[src/rtl/fetch_unit.sv]
// Instruction fetch / program-counter stage: fetches one 16-bit word per
// instruction over a req/valid handshake and resolves INC/JMP/JE/JNE/HLT.
module fetch_unit #(
  parameter int              PC_W     = 16,
  parameter logic [PC_W-1:0] RESET_PC = '0
) (
  input  logic            clk,
  input  logic            rst,
  input  logic            start,
  output logic [PC_W-1:0] imem_addr,
  output logic            imem_req,
  input  logic [15:0]     imem_rdata,
  input  logic            imem_valid,
  output logic [15:0]     instr,
  output logic            instr_valid,
  input  logic [2:0]      pc_sel,
  input  logic [15:0]     jump_target,
  input  logic            cmp_write,
  input  logic            cmp_eq,
  output logic [PC_W-1:0] pc,
  output logic            eq_flag,
  output logic            halted
);

  localparam logic [1:0] IDLE  = 2'd0;
  localparam logic [1:0] FETCH = 2'd1;
  localparam logic [1:0] EXEC  = 2'd2;
  localparam logic [1:0] HALT  = 2'd3;

  localparam logic [2:0] SEL_INC = 3'b000;
  localparam logic [2:0] SEL_JMP = 3'b001;
  localparam logic [2:0] SEL_JE  = 3'b010;
  localparam logic [2:0] SEL_JNE = 3'b011;
  localparam logic [2:0] SEL_HLT = 3'b100;

  logic [1:0]      state;
  logic [PC_W-1:0] pc_inc;
  logic [PC_W-1:0] target;
  logic [PC_W-1:0] next_pc;

  assign pc_inc = pc + PC_W'(1);
  assign target = jump_target[PC_W-1:0];

  // Conditional branches look at the flag as it stands during this EXEC,
  // so a CMP in the same instruction cannot steer its own branch.
  always_comb begin
    next_pc = pc_inc;
    case (pc_sel)
      SEL_INC: next_pc = pc_inc;
      SEL_JMP: next_pc = target;
      SEL_JE:  next_pc = eq_flag ? target : pc_inc;
      SEL_JNE: next_pc = eq_flag ? pc_inc : target;
      SEL_HLT: next_pc = pc;
      default: next_pc = pc_inc;
    endcase
  end

  always_ff @(posedge clk or negedge rst) begin
    if (!rst) begin
      state   <= IDLE;
      pc      <= RESET_PC;
      instr   <= '0;
      eq_flag <= 1'b0;
    end else begin
      case (state)
        IDLE: begin
          if (start) state <= FETCH;
        end
        FETCH: begin
          if (imem_valid) begin
            instr <= imem_rdata;
            state <= EXEC;
          end
        end
        EXEC: begin
          pc <= next_pc;
          if (cmp_write) eq_flag <= cmp_eq;
          state <= (pc_sel == SEL_HLT) ? HALT : FETCH;
        end
        HALT: state <= HALT;
        default: state <= IDLE;
      endcase
    end
  end

  // Handshake and status outputs are pure decodes of the registered state.
  assign imem_req    = (state == FETCH);
  assign instr_valid = (state == EXEC);
  assign halted      = (state == HALT);
  assign imem_addr   = pc;

endmodule

[config.mk]
export PLATFORM = sky130hd
export DESIGN_NAME = fetch_unit
export DESIGN_NICKNAME = d
export VERILOG_FILES = /design/src/rtl/fetch_unit.sv
export SDC_FILE = /design/constraint.sdc
export NUM_CORES = 1
export LEC_CHECK = 0
export ABC_AREA = 1
export CAP_MARGIN = 20
export CELL_PAD_IN_SITES_DETAIL_PLACEMENT = 1
export CELL_PAD_IN_SITES_GLOBAL_PLACEMENT = 1
export CORE_MARGIN = 3
export CORE_UTILIZATION = 32
export DETAILED_ROUTE_END_ITERATION = 12
export PLACE_DENSITY_LB_ADDON = 0.05
export REMOVE_ABC_BUFFERS = 1
export SYNTH_ARGS = -nofsm -noshare
export SYNTH_HDL_FRONTEND = slang
export SYNTH_SLANG_ARGS = --single-unit
[constraint.sdc]
create_clock -name clk -period 2.2 [get_ports clk]
set_input_delay 0.66 -clock clk [delete_from_list [all_inputs] [get_ports clk]]
set_output_delay 0.66 -clock clk [all_outputs]
set_load 0.01 [all_outputs]
==> results of run 1 <==
==> cells by family (layout without fill, tap and decap cells) <==
kind of cell    count (synthesis)  after routing
compound gates                 35             35
xor+xnor                        3              3
fa+ha+maj                       1              1
buf+inv                        52            148
flops                          35             35
mux                            16             16
simple gates                  125            125
==> sequential cells by signal, summed over array words and instances, names as in the netlist <==
register	cells
imem_addr	16
eq_flag	1
state	2
instr	16
==> layout make-up <==
cell class / count / area [sq um] / area share, %
timing repair buffer: 111 / 1080 / 33.0
multi-input combinational: 180 / 1000 / 30.5
sequential: 35 / 878 / 26.8
inverter: 29 / 109 / 3.32
tap: 77 / 96.3 / 2.94
clock buffer: 5 / 68.8 / 2.10
clock inverter: 3 / 43.8 / 1.34
==> synth_stat cells <==
| cell | number |
|---|---|
| a21o_1 | 1 |
| a21oi_1 | 12 |
| a22oi_1 | 2 |
| a31oi_1 | 2 |
| buf_2 | 2 |
| buf_4 | 18 |
| buf_6 | 2 |
| clkbuf_1 | 1 |
| dfrtp_1 | 35 |
| ha_1 | 1 |
| inv_1 | 25 |
| inv_2 | 4 |
| mux2_2 | 7 |
| mux2_4 | 9 |
| nand2_1 | 69 |
| nand2_2 | 1 |
| nand2_4 | 1 |
| nand3_1 | 27 |
| nand4_1 | 4 |
| nor2_1 | 21 |
| nor2_4 | 2 |
| o211ai_1 | 1 |
| o21ai_0 | 1 |
| o21ai_1 | 8 |
| o21ai_2 | 1 |
| o21bai_1 | 1 |
| o31ai_1 | 6 |
| xnor2_1 | 1 |
| xor2_1 | 2 |
==> worst max-delay path by stage <==
stage | start | endpoint | slack [ns] | depth (start not counted)
3_3_place_gp | pc_sel[2] | imem_addr[13] | -0.02 | 11
5_1_grt | state[1] | instr_valid | 0.01 | 3
3_5_place_dp | pc_sel[2] | imem_addr[4] | -0.08 | 11
4_1_cts | state[0] | imem_req | 0.004 | 3
6_report | state[0] | imem_req | 0.1 | 3
2_1_floorplan | pc_sel[2] | imem_addr[10] | 0.26 | 10
==> power by group through the flow <==
| stage | clock [uW] | combinational [uW] | sequential (uW) |
|---|---|---|---|
| 2_1_floorplan | 0 | 762 | 1410 |
| 3_3_place_gp | 0 | 2090 | 1260 |
| 3_5_place_dp | 0 | 2130 | 1280 |
| 4_1_cts | 631 | 2140 | 1270 |
| 5_1_grt | 647 | 2300 | 1330 |
| 6_report | 608 | 2100 | 1270 |
==> per-layer routing <==
layer  GRT usage, %  vias to the layer above
li1               -                     1043
met1           20.6                     1017
met2           29.9                       55
met3           3.76                        5
met4           5.36                        0
met5              0                        -
==> through the flow <==
stage,TNS (ns),total power [uW]
6_report,0,3970
5_1_grt,0,4280
4_1_cts,0,4040
3_5_place_dp,-0.571,3410
3_3_place_gp,-0.0862,3350
2_1_floorplan,0,2170
==> timing repair <==
action / CTS / global route
resized for setup: 1 / 1
cloned: 0 / 0
setup endpoints to repair: 1 / 1
==> key figures, run 1 <==
Global route
  • Initial antenna violation count: 0
  • Tot GR Track Use: 17.0%
  • First-pass GRT wire length: 10300 um
  • Grt total ovfl: 0
  • Largest net degree at the start of global routing: 31
  • Vias in the first global route: 2278

Setup path
  • R2R Setup Slk: 0.48 ns
  • Crit Reg-Reg Endpoint: imem_addr[14]
  • WP buf/inv: 2
  • WP data required: 1.54 ns
  • Worst-path maximum fanout: 5
  • CP startpoint kind: flop
  • Slowest-stage cell, CP: clkdlybuf4s50_1
  • CP Cell Sequence: inv_2, nor2_4, clkdlybuf4s50_1
  • Reg2reg start: imem_addr[1]
  • Worst EP arrival: 1.44 ns
  • Worst Setup End Kind: output pin
  • R2r worst-path depth: 8
  • Top delay family on crit path: buffers and inverters
  • Worst Setup Path Type: reg2out
  • Largest stage delay, worst path: 0.55 ns

Route
  • Drt drc: 0
  • Via Count: 2120
  • Vias per cell: 4.82
  • DR WL/cell: 14.2 um
  • 1st-iter DRT viols: 49
  • Highest Signal Layer: met4
  • Met3 WL: 354 um
  • Met2 wire len: 3110 um
  • Routed WL: 6270 um
  • Drt pass-1 iters: 2
  • M1 WL: 2730 um
  • ANT nets after route: 0

Final layout
  • Non-filler cells, final: 440
  • Fillers: 795
  • Antenna cells: 0
  • Area grow syn2layout: 52.1%
  • Final core occ: 51.1%
  • Fin area: 3280 sq um
  • Most frequent cells in the layout: 91 x clkdlybuf4s50_1, 69 x nand2_1, 33 x dfrtp_1, 27 x nand3_1, 25 x inv_1
  • Most common cell after layout, fill and taps aside: clkdlybuf4s50_1
  • Layout cell share with drive strength beyond 1: 15.2%
  • Final net count: 404

Die
  • Die Height: 88.1 um
  • Die ar.: 7760 sq um
  • Initial Util: 33.6%
  • Die Width: 88.1 um
  • Core area: 6420 sq um
  • Rows: 29
  • Io pins: 93

Synthesis
  • Xor-xnor portion of the synthesized cell area: 1.22%
  • Top cell type's share of synthesized area: 40.6%
  • Mux cell area share after synthesis: 9.92%
  • Yosys top cell by area: dfrtp_1
  • Avg Inst Size Synth: 8.07 sq um
  • Synth Area in Compound Gates: 9.69%
  • Simple-gate portion of the synthesized area: 25.0%
  • Synth unique cells: 29
  • Largest cells by area after synthesis: dfrtp_1 41%, nand2_1 12%, buf_4 6.3%
  • Adder-cell share of the synthesized area: 0.580%
  • Seq/Total Area, Yosys: 40.6%
  • Post-synthesis cell count: 267
  • Synth Cell Area: 2160 sq um
  • Synth Register Bits: 35
  • Synth warn: 0
  • Combinational family with the most area after synthesis: simple AND/OR/NAND/NOR gates

STA
  • Skew final: 0.0110 ns
  • Setup-failing EPs final: 0
  • Fmax: 475 MHz
  • Fin crit share: 95.7%
  • Relative slew slack: 76.7%
  • Slew @ Worst Pin: 0.348 ns
  • Fin. Hold Viols: 0
  • Min Hold Slack: 0.194 ns
  • Pins over their slew limit: 0
  • Worst setup margin: 0.0953 ns
  • RSZ-0062 raised after global routing: false
  • Post-route minimum period: 2.10 ns

Power and ir drop
  • Pint: 2510 uW
  • Power per cell area: 1210 nW/um^2
  • Share of total power in the clock network: 15.3%
  • Worst VDD drop: 0.575 mV
  • LEAKAGE: 0.00153 uW
  • Part of the power in registers: 31.9%
  • Switching Share: 36.7%
  • Sw Pwr: 1460 uW
  • Combinational share of power: 52.8%

CTS
  • H-tree depth: 2
  • Skew-Pair Late Insertion Delay: 0.30 ns
  • CTS tree: yes
  • CTS Buf Count: 5
  • Post-CTS setup buffers: 0
  • Root Driver: clkbuf_8
  • Cts hold-fix bufs: 0
  • Longest Clk Path Bufs: 2
  • Clk pin slew, worst setup/hold paths: 0.08 ns
  • Clk sinks: 35

Hold path
  • Class of the worst hold path: in2async

Placed design
  • Area after DPL: 3160 sq um
  • GP Congestion: 0.776
  • DPL Wire Length: 5010 um
  • Placed insts: 432
  • Pre-CTS WS: -0.0807 ns
  • IO buf count: 92

Job
  • Maxcap violations: 0

Run status
  • Outcome: finished clean
(Power assumes the default switching activity.)
==> inputs of run 2 (changes only) <==
- CORE_UTILIZATION: 32 -> 27
- REMOVE_ABC_BUFFERS: 1 -> not set
- clock period: 2.2 -> 1.8 ns (I/O delays scaled with it)
==> run 2 against run 1 <==
Net effect: cell count increased by 11%; setup slack got worse by 0.057 ns; clock power increased by 19%; cell area increased by 9.1%; first-iteration DRC count increased by 29%; global-route usage decreased by 0.61 points; power increased by 29%; sequential share of layout area decreased by 1.9 points; utilization decreased by 3.3 points; register-to-register slack got worse by 0.28 ns.
==> key figures, run 2 (synthesis gave the netlist of run 1 again) <==
Run status
  • Outcome: finished clean

Hold path
  • Class of the worst hold path: in2async

Route
  • Drt drc: 0 (unchanged)
  • ANT nets after route: 0 (unchanged)
  • Vias per cell: 4.61 (-4.3%)
  • DR WL/cell: 14.7 um (+3.0%)
  • 1st-iter DRT viols: 63 (+29%)
  • Routed WL: 7180 um (+15%)
  • Via Count: 2255 (+6.4%)
  • Drt pass-1 iters: 4 (+2)

STA
  • Fin. Hold Viols: 0 (unchanged)
  • Setup-failing EPs final: 0 (unchanged)
  • Slew @ Worst Pin: 0.495 ns (+0.147 ns)
  • Relative slew slack: 67.0% (-9.7 points)
  • Pins over their slew limit: 0 (unchanged)
  • Skew final: 0.0139 ns (+0.00289 ns)
  • Post-route minimum period: 1.76 ns
  • Fin crit share: 97.9%
  • Min Hold Slack: 0.273 ns (+0.0783 ns)
  • Fmax: 568 MHz

Die
  • Core area: 7490 sq um (+17%)
  • Die ar.: 9090 sq um (+17%)
  • Die Width: 95.4 um (+8.3%)
  • Io pins: 93 (unchanged)
  • Die Height: 95.4 um (+8.3%)
  • Initial Util: 28.8% (-4.8 points)
  • Rows: 31 (+6.9%)

Setup path
  • Slowest-stage cell, CP: clkdlybuf4s50_1
  • CP startpoint kind: flop
  • Largest stage delay, worst path: 0.54 ns (about the same)
  • Crit path from: imem_addr[4]
  • Worst Setup Path Type: reg2out
  • Worst Setup End Kind: output pin
  • Top delay family on crit path: buffers and inverters
  • Reg2reg start: imem_addr[1]
  • CP Cell Sequence: clkdlybuf4s50_1
  • WP buf/inv: 1 (-1)
  • WP data required: 1.26 ns (-0.28 ns)
  • Worst EP arrival: 1.22 ns (-0.22 ns)
  • Worst-path maximum fanout: 4 (-1)

Final layout
  • Final net count: 432 (+6.9%)
  • Layout cell share with drive strength beyond 1: 25.6% (+10 points)
  • Area grow syn2layout: 66.0%
  • Final core occ: 47.8% (-3.3 points)
  • Non-filler cells, final: 489 (+11%)
  • Antenna cells: 0 (unchanged)
  • Most common cell after layout, fill and taps aside: nand2_1
  • Most frequent cells in the layout: 68 x nand2_1, 65 x clkdlybuf4s50_1, 43 x buf_4, 25 x nand3_1
  • Fillers: 897 (+13%)

CTS
  • Longest Clk Path Bufs: 2 (unchanged)
  • Skew-Pair Late Insertion Delay: 0.30 ns (about the same)
  • H-tree depth: 2 (unchanged)
  • CTS tree: yes
  • CTS Buf Count: 5 (unchanged)
  • Root Driver: clkbuf_8
  • Clk sinks: 35 (unchanged)
  • Clk pin slew, worst setup/hold paths: 0.09 ns (about the same)

Global route
  • Initial antenna violation count: 0 (unchanged)
  • Vias in the first global route: 2338 (+2.6%)
  • First-pass GRT wire length: 11400 um (+10%)
  • Tot GR Track Use: 16.3% (-0.61 points)
  • Grt total ovfl: 0 (unchanged)
  • Largest net degree at the start of global routing: 36 (+16%)

Power and ir drop
  • Worst VDD drop: 0.628 mV (+9.3%)
  • Power per cell area: 1440 nW/um^2 (+19%)
  • LEAKAGE: 0.00179 uW (+16%)

Placed design
  • Placed insts: 464 (+7.4%)
  • IO buf count: 92 (unchanged)
  • DPL Wire Length: 5300 um (+5.8%)
  • GP Congestion: 0.813 (+4.7%)

Synthesis
  • Mapped Nets: 309

Job
  • Maxcap violations: 0 (unchanged)
-- run 2: cell count changes in the layout (fill, tap and decap cells not counted), moves of 9 or more --
cell / delta
buf_4: +26
clkdlybuf4s50_1: -26
dfrtp_1: -9
dfrtp_2: +9
dlygate4sd2_1: +11
dlymetal6s2s_1: +13
-- run 2: worst paths after layout --
path | end | slack (ns) | depth (start not counted)
setup / recovery | pc[4] | 0.04 | 1
hold / removal | imem_addr[15] | 0.27 | 2
setup reg to reg | imem_addr[14] | 0.20 | 8
hold reg to reg | instr[3] | 0.51 | 1
max in group asynchronous | imem_addr[8] | 1.13 | 2
min in group clk | instr[3] | 0.51 | 1
-- run 2: cell type report --
class | instances | area [sq um] | share of cell area [%]
timing repair buffer | 139 | 1330 | 37.1
multi-input combinational | 180 | 1020 | 28.6
sequential | 35 | 890 | 24.9
tap | 99 | 124 | 3.46
inverter | 29 | 109 | 3.04
clock buffer | 5 | 68.8 | 1.92
clock inverter | 2 | 37.5 | 1.05
-- run 2: stage by stage --
stage               setup WS (ns)  setup TNS [ns]  power [uW]  area, sq um
finish                     0.0386               0        5140         3580
global route              -0.0117         -0.0173        5550         3580
CTS                       0.00133               0        5220         3520
detailed placement         -0.305           -4.01        4330         3290
global placement           -0.286           -3.61        4280         3290
floorplan                   0.361               0        2890         2160
-- run 2: what timing repair did --
item,in CTS,in global routing
gates cloned,0,0
endpoints found under the setup margin,32,29
hold buffers,0,0
pin swaps,1,1
gates resized for setup,25,23
setup buffers,17,1
-- run 2: layer usage --
layer	wire length, um	vias to the layer above	part of all wire [%]	global-route usage [%]
li1	-	1102	-	-
met1	3030	1086	42	19.8
met2	3690	61	51	28.2
met3	384	6	5.4	4.34
met4	71	0	0.99	5.05
met5	0	-	0	0
-- run 2: where the power goes --
group / internal (uW) / switching (uW) / leakage, uW / total (uW)
registers: 1170 / 251 / 0.000402 / 1420
logic: 1700 / 1300 / 0.00133 / 3000
clock network: 405 / 320 / 0.0000502 / 726
total: 3270 / 1870 / 0.00179 / 5140
